[config.mk]
export PLATFORM = sky130hd
export DESIGN_NAME = fir_coeff_ctrl_flat
export DESIGN_NICKNAME = d
export VERILOG_FILES = /design/src/rtl/fir_coeff_ctrl_if.sv /design/src/rtl/fir_coeff_ctrl.sv /design/src/flat_wrapper.sv
export SDC_FILE = /design/constraint.sdc
export NUM_CORES = 1
export LEC_CHECK = 0
export ABC_AREA = 1
export CORE_ASPECT_RATIO = 0.5
export CORE_MARGIN = 5
export CORE_UTILIZATION = 48
export DETAILED_ROUTE_END_ITERATION = 8
export HOLD_SLACK_MARGIN = 0.03
export MAX_ROUTING_LAYER = met4
export PLACE_DENSITY = 0.85
export SYNTH_ARGS = -nofsm -noshare
export SYNTH_HDL_FRONTEND = slang
export SYNTH_SLANG_ARGS = --single-unit
export TNS_END_PERCENT = 100
[constraint.sdc]
create_clock -name i_clk -period 3.9 [get_ports i_clk]
set_clock_uncertainty 0.2 [all_clocks]
set_input_delay 0.39 -clock i_clk [delete_from_list [all_inputs] [get_ports i_clk]]
set_output_delay 0.39 -clock i_clk [all_outputs]
set_load 0.03 [all_outputs]
[src/rtl/fir_coeff_ctrl_if.sv]
// Coefficient-load, weight-write and sample handshake bundle
// between the FIR coefficient controller and its neighbours.
interface fir_coeff_ctrl_if #(
    parameter int DATA_WIDTH = 24,
    parameter int ADDR_WIDTH = 7
);
    logic                  i_load_start;
    logic [DATA_WIDTH-1:0] iv_coeff;
    logic                  i_coeff_valid;
    logic                  o_coeff_ready;
    logic [ADDR_WIDTH-1:0] ov_wr_addr;
    logic [DATA_WIDTH-1:0] ov_wr_data;
    logic                  o_wr_en;
    logic                  o_bank_sel;
    logic [DATA_WIDTH-1:0] iv_sample;
    logic                  i_sample_valid;
    logic                  o_sample_ready;
    logic [DATA_WIDTH-1:0] ov_fir_din;
    logic                  o_fir_en;
    logic                  o_dout_valid;
    logic                  o_busy;
    logic                  o_load_done;
    logic                  o_load_abort;

    modport master (
        output i_load_start, iv_coeff, i_coeff_valid,
        output iv_sample, i_sample_valid,
        input  o_coeff_ready, ov_wr_addr, ov_wr_data, o_wr_en,
        input  o_bank_sel, o_sample_ready, ov_fir_din, o_fir_en,
        input  o_dout_valid, o_busy, o_load_done, o_load_abort
    );

    modport slave (
        input  i_load_start, iv_coeff, i_coeff_valid,
        input  iv_sample, i_sample_valid,
        output o_coeff_ready, ov_wr_addr, ov_wr_data, o_wr_en,
        output o_bank_sel, o_sample_ready, ov_fir_din, o_fir_en,
        output o_dout_valid, o_busy, o_load_done, o_load_abort
    );
endinterface

[src/rtl/fir_coeff_ctrl.sv]
// FIR coefficient controller: loads the shadow weight bank, swaps banks,
// gates the tap-chain enable and qualifies post-swap output samples.
module fir_coeff_ctrl #(
    parameter int DATA_WIDTH = 24,
    parameter int FIR_DEPTH  = 128,
    parameter int ADDR_WIDTH = 7
) (
    input  logic           i_clk,
    input  logic           i_rst,
    fir_coeff_ctrl_if.slave bus
);
    localparam int FW = ADDR_WIDTH + 1;
    localparam logic [ADDR_WIDTH-1:0] LAST = ADDR_WIDTH'(FIR_DEPTH - 1);
    localparam logic [FW-1:0] FULL = FW'(FIR_DEPTH);
    localparam logic [FW-1:0] PRIMED = FW'(FIR_DEPTH - 1);

    typedef enum logic [1:0] {S_IDLE, S_LOAD, S_SWAP} state_t;

    state_t                r_state;
    state_t                w_next;
    logic [ADDR_WIDTH-1:0] r_cnt;
    logic [ADDR_WIDTH-1:0] r_wr_addr;
    logic [DATA_WIDTH-1:0] r_wr_data;
    logic                  r_wr_en;
    logic                  r_bank_sel;
    logic [DATA_WIDTH-1:0] r_fir_din;
    logic                  r_fir_en;
    logic [FW-1:0]         r_fill;
    logic                  r_dout_valid;
    logic                  r_load_done;
    logic                  r_load_abort;

    logic w_coeff_ready;
    logic w_sample_ready;
    logic w_cacc;
    logic w_sacc;
    logic w_abort;
    logic w_write;
    logic w_swap;
    logic w_start;

    always_comb begin
        w_next  = r_state;
        w_start = bus.i_load_start;
        w_coeff_ready  = (r_state == S_LOAD);
        w_sample_ready = i_rst && (r_state != S_SWAP);
        w_cacc  = bus.i_coeff_valid && w_coeff_ready;
        w_sacc  = bus.i_sample_valid && w_sample_ready;
        w_abort = w_coeff_ready && w_start;
        // a restart discards any coefficient offered in the same cycle
        w_write = w_cacc && !w_start;
        w_swap  = (r_state == S_SWAP);
        unique case (r_state)
            S_IDLE: if (w_start) w_next = S_LOAD;
            S_LOAD: if (w_write && r_cnt == LAST) w_next = S_SWAP;
            S_SWAP: w_next = S_IDLE;
            default: w_next = S_IDLE;
        endcase
    end

    always_ff @(posedge i_clk or negedge i_rst) begin
        if (!i_rst) begin
            r_state      <= S_IDLE;
            r_cnt        <= '0;
            r_wr_addr    <= '0;
            r_wr_data    <= '0;
            r_wr_en      <= 1'b0;
            r_bank_sel   <= 1'b0;
            r_load_done  <= 1'b0;
            r_load_abort <= 1'b0;
        end else begin
            r_state      <= w_next;
            r_wr_en      <= w_write;
            r_bank_sel   <= r_bank_sel ^ w_swap;
            r_load_done  <= w_swap;
            r_load_abort <= w_abort;
            if ((r_state == S_IDLE && w_start) || w_abort)
                r_cnt <= '0;
            else if (w_write)
                r_cnt <= r_cnt + 1'b1;
            if (w_write) begin
                r_wr_addr <= r_cnt;
                r_wr_data <= bus.iv_coeff;
            end
        end
    end

    always_ff @(posedge i_clk or negedge i_rst) begin
        if (!i_rst) begin
            r_fir_en     <= 1'b0;
            r_fir_din    <= '0;
            r_fill       <= '0;
            r_dout_valid <= 1'b0;
        end else begin
            r_fir_en <= w_sacc;
            if (w_sacc)
                r_fir_din <= bus.iv_sample;
            // the pulse issued during SWAP still uses the old bank
            if (w_swap)
                r_fill <= '0;
            else if (r_fir_en && r_fill != FULL)
                r_fill <= r_fill + 1'b1;
            r_dout_valid <= !w_swap && r_fir_en && (r_fill >= PRIMED);
        end
    end

    assign bus.o_coeff_ready  = w_coeff_ready;
    assign bus.o_sample_ready = w_sample_ready;
    assign bus.ov_wr_addr     = r_wr_addr;
    assign bus.ov_wr_data     = r_wr_data;
    assign bus.o_wr_en        = r_wr_en;
    assign bus.o_bank_sel     = r_bank_sel;
    assign bus.ov_fir_din     = r_fir_din;
    assign bus.o_fir_en       = r_fir_en;
    assign bus.o_dout_valid   = r_dout_valid;
    assign bus.o_busy         = (r_state != S_IDLE);
    assign bus.o_load_done    = r_load_done;
    assign bus.o_load_abort   = r_load_abort;
endmodule

[src/flat_wrapper.sv]
// flat-port wrapper written by rule: the top's interface ports become plain ports
module fir_coeff_ctrl_flat 
#(
    parameter int DATA_WIDTH = 24,
    parameter int FIR_DEPTH  = 128,
    parameter int ADDR_WIDTH = 7
)
  (i_clk, i_rst, bus_i_load_start, bus_iv_coeff, bus_i_coeff_valid, bus_iv_sample, bus_i_sample_valid, bus_o_coeff_ready, bus_ov_wr_addr, bus_ov_wr_data, bus_o_wr_en, bus_o_bank_sel, bus_o_sample_ready, bus_ov_fir_din, bus_o_fir_en, bus_o_dout_valid, bus_o_busy, bus_o_load_done, bus_o_load_abort);
  fir_coeff_ctrl_if #(.DATA_WIDTH(DATA_WIDTH), .ADDR_WIDTH(ADDR_WIDTH)) bus_i ();
  input  logic i_clk;
  input  logic i_rst;
  input wire logic [$bits(bus_i.i_load_start)-1:0] bus_i_load_start;
  input wire logic [$bits(bus_i.iv_coeff)-1:0] bus_iv_coeff;
  input wire logic [$bits(bus_i.i_coeff_valid)-1:0] bus_i_coeff_valid;
  input wire logic [$bits(bus_i.iv_sample)-1:0] bus_iv_sample;
  input wire logic [$bits(bus_i.i_sample_valid)-1:0] bus_i_sample_valid;
  output wire logic [$bits(bus_i.o_coeff_ready)-1:0] bus_o_coeff_ready;
  output wire logic [$bits(bus_i.ov_wr_addr)-1:0] bus_ov_wr_addr;
  output wire logic [$bits(bus_i.ov_wr_data)-1:0] bus_ov_wr_data;
  output wire logic [$bits(bus_i.o_wr_en)-1:0] bus_o_wr_en;
  output wire logic [$bits(bus_i.o_bank_sel)-1:0] bus_o_bank_sel;
  output wire logic [$bits(bus_i.o_sample_ready)-1:0] bus_o_sample_ready;
  output wire logic [$bits(bus_i.ov_fir_din)-1:0] bus_ov_fir_din;
  output wire logic [$bits(bus_i.o_fir_en)-1:0] bus_o_fir_en;
  output wire logic [$bits(bus_i.o_dout_valid)-1:0] bus_o_dout_valid;
  output wire logic [$bits(bus_i.o_busy)-1:0] bus_o_busy;
  output wire logic [$bits(bus_i.o_load_done)-1:0] bus_o_load_done;
  output wire logic [$bits(bus_i.o_load_abort)-1:0] bus_o_load_abort;
  assign bus_i.i_load_start = bus_i_load_start;
  assign bus_i.iv_coeff = bus_iv_coeff;
  assign bus_i.i_coeff_valid = bus_i_coeff_valid;
  assign bus_i.iv_sample = bus_iv_sample;
  assign bus_i.i_sample_valid = bus_i_sample_valid;
  assign bus_o_coeff_ready = bus_i.o_coeff_ready;
  assign bus_ov_wr_addr = bus_i.ov_wr_addr;
  assign bus_ov_wr_data = bus_i.ov_wr_data;
  assign bus_o_wr_en = bus_i.o_wr_en;
  assign bus_o_bank_sel = bus_i.o_bank_sel;
  assign bus_o_sample_ready = bus_i.o_sample_ready;
  assign bus_ov_fir_din = bus_i.ov_fir_din;
  assign bus_o_fir_en = bus_i.o_fir_en;
  assign bus_o_dout_valid = bus_i.o_dout_valid;
  assign bus_o_busy = bus_i.o_busy;
  assign bus_o_load_done = bus_i.o_load_done;
  assign bus_o_load_abort = bus_i.o_load_abort;
  fir_coeff_ctrl #(.DATA_WIDTH(DATA_WIDTH), .FIR_DEPTH(FIR_DEPTH), .ADDR_WIDTH(ADDR_WIDTH)) u_core (.i_clk(i_clk), .i_rst(i_rst), .bus(bus_i));
endmodule
### After elaboration in Yosys (flattened, before gate mapping)

Index checks and enable logic that the tools add are counted.

| operators by class | value |
|---|---|
| bitwise operators | 1 |
| mux-type cells | 7 |
| eq/ne operators | 7 |
| add/sub/neg operators | 2 |
| order comparisons | 1 |
| reduce and logical (&&, ||, !) cells | 18 |

Operators by type and width:

| kind | number |
|---|---|
| $mux 8 | 2 |
| $mux 7 | 2 |
| $logic_and 1x1->1 | 10 |
| $add 8x1->8 const B | 1 |
| $ge 8x7->1 const B | 1 |
| $ne 8x8->1 const B | 1 |
| $add 7x1->7 const B | 1 |
| $eq 7x7->1 const B | 1 |
| $reduce_bool 2->1 | 3 |
| $mux 2 | 2 |
| $ne 2x2->1 const B | 2 |
| $pmux 2 s2 | 1 |
| $eq 2x1->1 const B | 1 |
| $eq 2x2->1 const B | 1 |
| $logic_not 1->1 | 2 |
| $logic_not 2->1 | 1 |
| $ne 2x1->1 const B | 1 |
| $reduce_and 2->1 | 1 |
| $logic_or 1x1->1 | 1 |
| $xor 1x1->1 | 1 |

| storage, ports and cells | value |
|---|---|
| flip-flop bits (word level) | 78 |
| bits of input ports | 53 |
| output and inout bits | 64 |
| word-level logic and storage cells | 48 |

### Logic depth before layout (Yosys ltp)

| logic depth | value |
|---|---|
| word-level depth | 6 |
| depth in mapped cells | 9 |
| gate-level depth less buffers | 8 |

### Worst setup path before layout

No wires, ideal clock.

| timing | value |
|---|---|
| path kind | reg-to-reg |
| from | register u_core.r_state[1] |
| to | register u_core.r_cnt[4] |
| cell stages (with the launch flop) | 6 |
| period minus slack after synthesis | 1.631 ns |
| library setup time | 0.131 ns |
| required time | 3.569 ns |
| setup slack | 2.269 ns |
| arrival time | 1.300 ns |
| cells stage by stage | dfrtp_1 nor2_2 nand2_1 buf_2 nor3_1 nor3_1 |

| on the way | value |
|---|---|
| cells in the longest elaborated chain, start to end | 4 |
| elaborated cells on any way between the ends | 9 |
| classes of those cells | 1 x eq/ne; 1 x mux; 7 x reduce/logical |

RTL lines:

| what | line | RTL |
|---|---|---|
| from (decl) | fir_coeff_ctrl.sv:19 | `state_t r_state;` |
| from (signal assigned) | fir_coeff_ctrl.sv:72 | `r_state <= w_next;` |
| $eq 2x1->1 * | fir_coeff_ctrl.sv:45 | `w_coeff_ready = (r_state == S_LOAD);` |
| named net bus_o_coeff_ready | flat_wrapper.sv:17 | `output wire logic [$bits(bus_i.o_coeff_ready)-1:0] bus_o_coeff_ready;` |
| $logic_and 1x1->1, on equally long branches | fir_coeff_ctrl.sv:49, fir_coeff_ctrl.sv:47 |  |
| $logic_or 1x1->1 / $logic_and 1x1->1 (equally long branches) | fir_coeff_ctrl.sv:77, fir_coeff_ctrl.sv:51 |  |
| $mux 7 / $reduce_bool 2->1 (equally long branches) | -- |  |
| to (signal assigned) | fir_coeff_ctrl.sv:80 | `r_cnt <= r_cnt + 1'b1;` |
| to (decl) | fir_coeff_ctrl.sv:21 | `logic [ADDR_WIDTH-1:0] r_cnt;` |

The timed path passes the listed nets; every way through them passes the cells marked *.
A chain may end at the register's enable or synchronous reset.

### Worst setup path in the final report

| timing | value |
|---|---|
| from | register u_core.r_state[1] |
| to | output port bus_o_sample_ready |

| on the way | value |
|---|---|
| cells in the longest elaborated chain, start to end | 2 |

RTL lines:

| what | line | RTL |
|---|---|---|
| $ne 2x2->1 | fir_coeff_ctrl.sv:46 | `w_sample_ready = i_rst && (r_state != S_SWAP);` |
| $logic_and 1x1->1 | fir_coeff_ctrl.sv:46 |  |
| to (decl) | flat_wrapper.sv:22 | `output wire logic [$bits(bus_i.o_sample_ready)-1:0] bus_o_sample_ready;` |

Every way passes these cells.

==> flow_metrics.tcl <==
set metrics [dict create \
    vdd_ir_drop_max_mv 0.301 \
    grt_pass1_wl_microns 13400 \
    synth_warnings 0 \
    grt_overflow_total 0 \
    cts_tree "yes" \
    endpoint_kind "output port" \
    setup_viol_count_final 0 \
    rr_endpoint "u_core.r_cnt[2]$_DFFE_PN0P_" \
    dpl_cell_area_sq_um 4490 \
    cp_data_required_time_ns 3.31 \
    use_met3_pct 6.16 \
    start_kind "register" \
    cp_cell_sequence "nand2_4, inv_4, nor2_8, clkdlybuf4s50_1" \
    numCtsBuffers 9 \
    layout_commonest_cell "nand2_1" \
    final_cell_mix "nand2_1 (201), clkdlybuf4s50_1 (115), dfrtp_1 (78)" \
    synth_cell_type_count 26 \
    ys_seq_area_share_pct 59.6 \
    start_util_pct 49.3 \
    grt_pass1_vias 2721 \
    cts_buffer_depth 2 \
    reg2reg_from "u_core.r_state[0]$_DFFE_PN0P_" \
    avgSynthCellArea_sq_um 8.62 \
    area_growth_syn_to_layout_pct 46.8 \
    first_pass_iters 4 \
    power.leakage_nw 2.40 \
    die_area_sq_um 8680 \
    tns_ns 0 \
    grt.total_usage_pct 20.9 \
    ys_ff_latch 78 \
    vias_per_cell 4.78 \
    utilization_pct 72.4 \
    rsz0062_at_grt "false" \
    max-slew-margin-rel_pct 37.2 \
    grt_max_degree 79 \
    cpPeakStageDelay_ns 0.67 \
    grt_busiest_layer "met2" \
    slew_viol_final 0 \
    power_density_nw_per_um2 512 \
    grt_util_met1_pct 23.8 \
    clk_latency_ns 0.34 \
    final_nets 553 \
    holdBufCountCts 0 \
    min_path_type "in2async" \
    io_pins 117 \
    worstRegToRegCells 6 \
    die_height_microns 68.4 \
    cap_violations 0 \
    use_met2_pct 35.3 \
    diodes 0 \
    gp_congestion 0.844 \
    vias 2839 \
    cpMaxStageDelayCell "clkdlybuf4s50_1" \
    drc 0 \
    cp_num_buf_inv 2 \
    wl_microns 8240 \
    max_freq_ghz 0.419 \
    antenna_found_initial 0 \
    portBuffers 116 \
    synth_nets 436 \
    p_total_w 0.00246 \
    cts_sinks 78 \
    fin_crit_ns 2.39 \
    wire_per_inst_microns 13.9 \
    worstPathArrival_ns 1.80 \
    cpLargestDelayFamily "buffers and inverters" \
    dp_hpwl_microns 5590 \
    critPathMaxFanout 10 \
    tightestPinTransition_ns 0.942 \
    clk_pin_slew_ns 0.06 \
    final_cell_area_sq_um 4810 \
    h-tree-depth 3 \
    drt_iter0_markers 196 \
    antenna_left 0 \
    period_share_pct 61.2 \
    cts_root_buf "clkbuf_16" \
    die_w_microns 127 \
    synth_area_sq_um 3280 \
    hold_viol 0 \
    row_count 21 \
    status "finished clean" \
    postCtsSetupRepairBufs 0 \
    syn-instance-count 380 \
    cts_resized 0 \
    critPathKind "reg2out" \
    nFillCells 509 \
    reg2reg_slack_ns 1.86 \
    core-area_sq_um 6650 \
    drive_above_1_share_pct 6.18 \
]
[synth_stat cells]
master | number | share of area [%]
nand3_1 | 12 | 1.8
ha_1 | 3 | 1.1
buf_6 | 2 | 0.69
a21oi_2 | 1 | 0.27
nor2_8 | 1 | 0.61
inv_4 | 2 | 0.38
dfrtp_1 | 78 | 60
xor2_1 | 1 | 0.27
inv_2 | 1 | 0.11
nor3_1 | 4 | 0.61
o21ai_1 | 1 | 0.15
buf_4 | 3 | 0.69
clkbuf_1 | 3 | 0.34
xnor2_1 | 1 | 0.27
inv_1 | 20 | 2.3
nor2_1 | 18 | 2.1
nor3b_1 | 1 | 0.23
buf_2 | 4 | 0.61
nor2_2 | 2 | 0.38
nor3_2 | 1 | 0.31
nand4_1 | 3 | 0.57
nand2_4 | 2 | 0.69
o21ai_0 | 8 | 1.2
nor2_4 | 3 | 1.0
nand2_1 | 201 | 23
a21oi_1 | 4 | 0.61
[worst max path at each step]
| stage | start | endpoint | slack [ns] | depth (start not counted) |
|---|---|---|---|---|
| floorplan | u_core.r_state[1]$_DFFE_PN0P_ | u_core.r_cnt[4]$_DFFE_PN0P_ | 2.27 | 5 |
| global placement | bus_i_coeff_valid | u_core.r_cnt[2]$_DFFE_PN0P_ | 1.51 | 7 |
| detailed placement | bus_i_load_start | u_core.r_cnt[2]$_DFFE_PN0P_ | 1.47 | 6 |
| CTS | u_core.r_state[1]$_DFFE_PN0P_ | bus_o_sample_ready | 1.49 | 4 |
| global route | u_core.r_state[1]$_DFFE_PN0P_ | bus_o_sample_ready | 1.45 | 4 |
| finish | u_core.r_state[1]$_DFFE_PN0P_ | bus_o_sample_ready | 1.51 | 4 |
[cell type report]
cell class / instances / area (sq um) / area share, %
tap: 92 / 115 / 2.39
multi-input combinational: 267 / 1160 / 24.0
clock buffer: 14 / 284 / 5.91
clock inverter: 2 / 37.5 / 0.780
inverter: 23 / 91.3 / 1.90
timing repair buffer: 118 / 1170 / 24.4
sequential: 78 / 1950 / 40.6
[worst register-to-register path: stages, from the launching register on]
cell     delay (ns)
dfrtp_1        0.38
inv_2          0.10
nor2_2         0.06
nand2_1        0.62
buf_4          0.36
nor2_1         0.06
nor3b_1        0.18
[registers in the layout (all words and copies together), names as in the netlist]
| register | cells |
|---|---|
| u_core.r_state | 2 |
| u_core.bus.ov_fir_din | 24 |
| u_core.bus.o_wr_en | 1 |
| u_core.bus.ov_wr_data | 24 |
| u_core.r_fill | 8 |
| u_core.r_cnt | 7 |
| u_core.bus.ov_wr_addr | 7 |
| u_core.bus.o_bank_sel | 1 |
| u_core.bus.o_fir_en | 1 |
| u_core.bus.o_load_done | 1 |
| u_core.bus.o_load_abort | 1 |
| u_core.bus.o_dout_valid | 1 |
[per-layer routing]
| layer | vias up | share of wire [%] |
|---|---|---|
| met5 | - | 0 |
| met4 | 0 | 2.5 |
| met3 | 20 | 4.9 |
| met2 | 77 | 51 |
| met1 | 1346 | 42 |
| li1 | 1396 | - |
[where the power goes]
group          internal, W  leakage (nW)  switching (W)  total, W
combinational     0.000249          1.25       0.000348  0.000597
clock             0.000565         0.155       0.000312  0.000878
sequential        0.000910         0.997      0.0000759  0.000986
[per-stage QoR]
step | cells | worst slack [ns] | hold slack, ns
2_1_floorplan | 380 | 2.27 | -0.106
3_3_place_gp | 578 | 1.51 | 0.261
3_5_place_dp | 578 | 1.47 | 0.264
4_1_cts | 594 | 1.49 | 0.148
5_1_grt | 594 | 1.45 | 0.211
6_report | 594 | 1.51 | 0.0904
[logic make-up after synthesis]
kind of cell	synth area share, %
AOI/OAI and AO/OA	2.25
xor gates and xnor gates	0.535
adders and majority gates	1.15
buffers and inverters	5.12
DFF	59.6
and+or+nand+nor	31.4
Power figures use the tool's default switching activity.
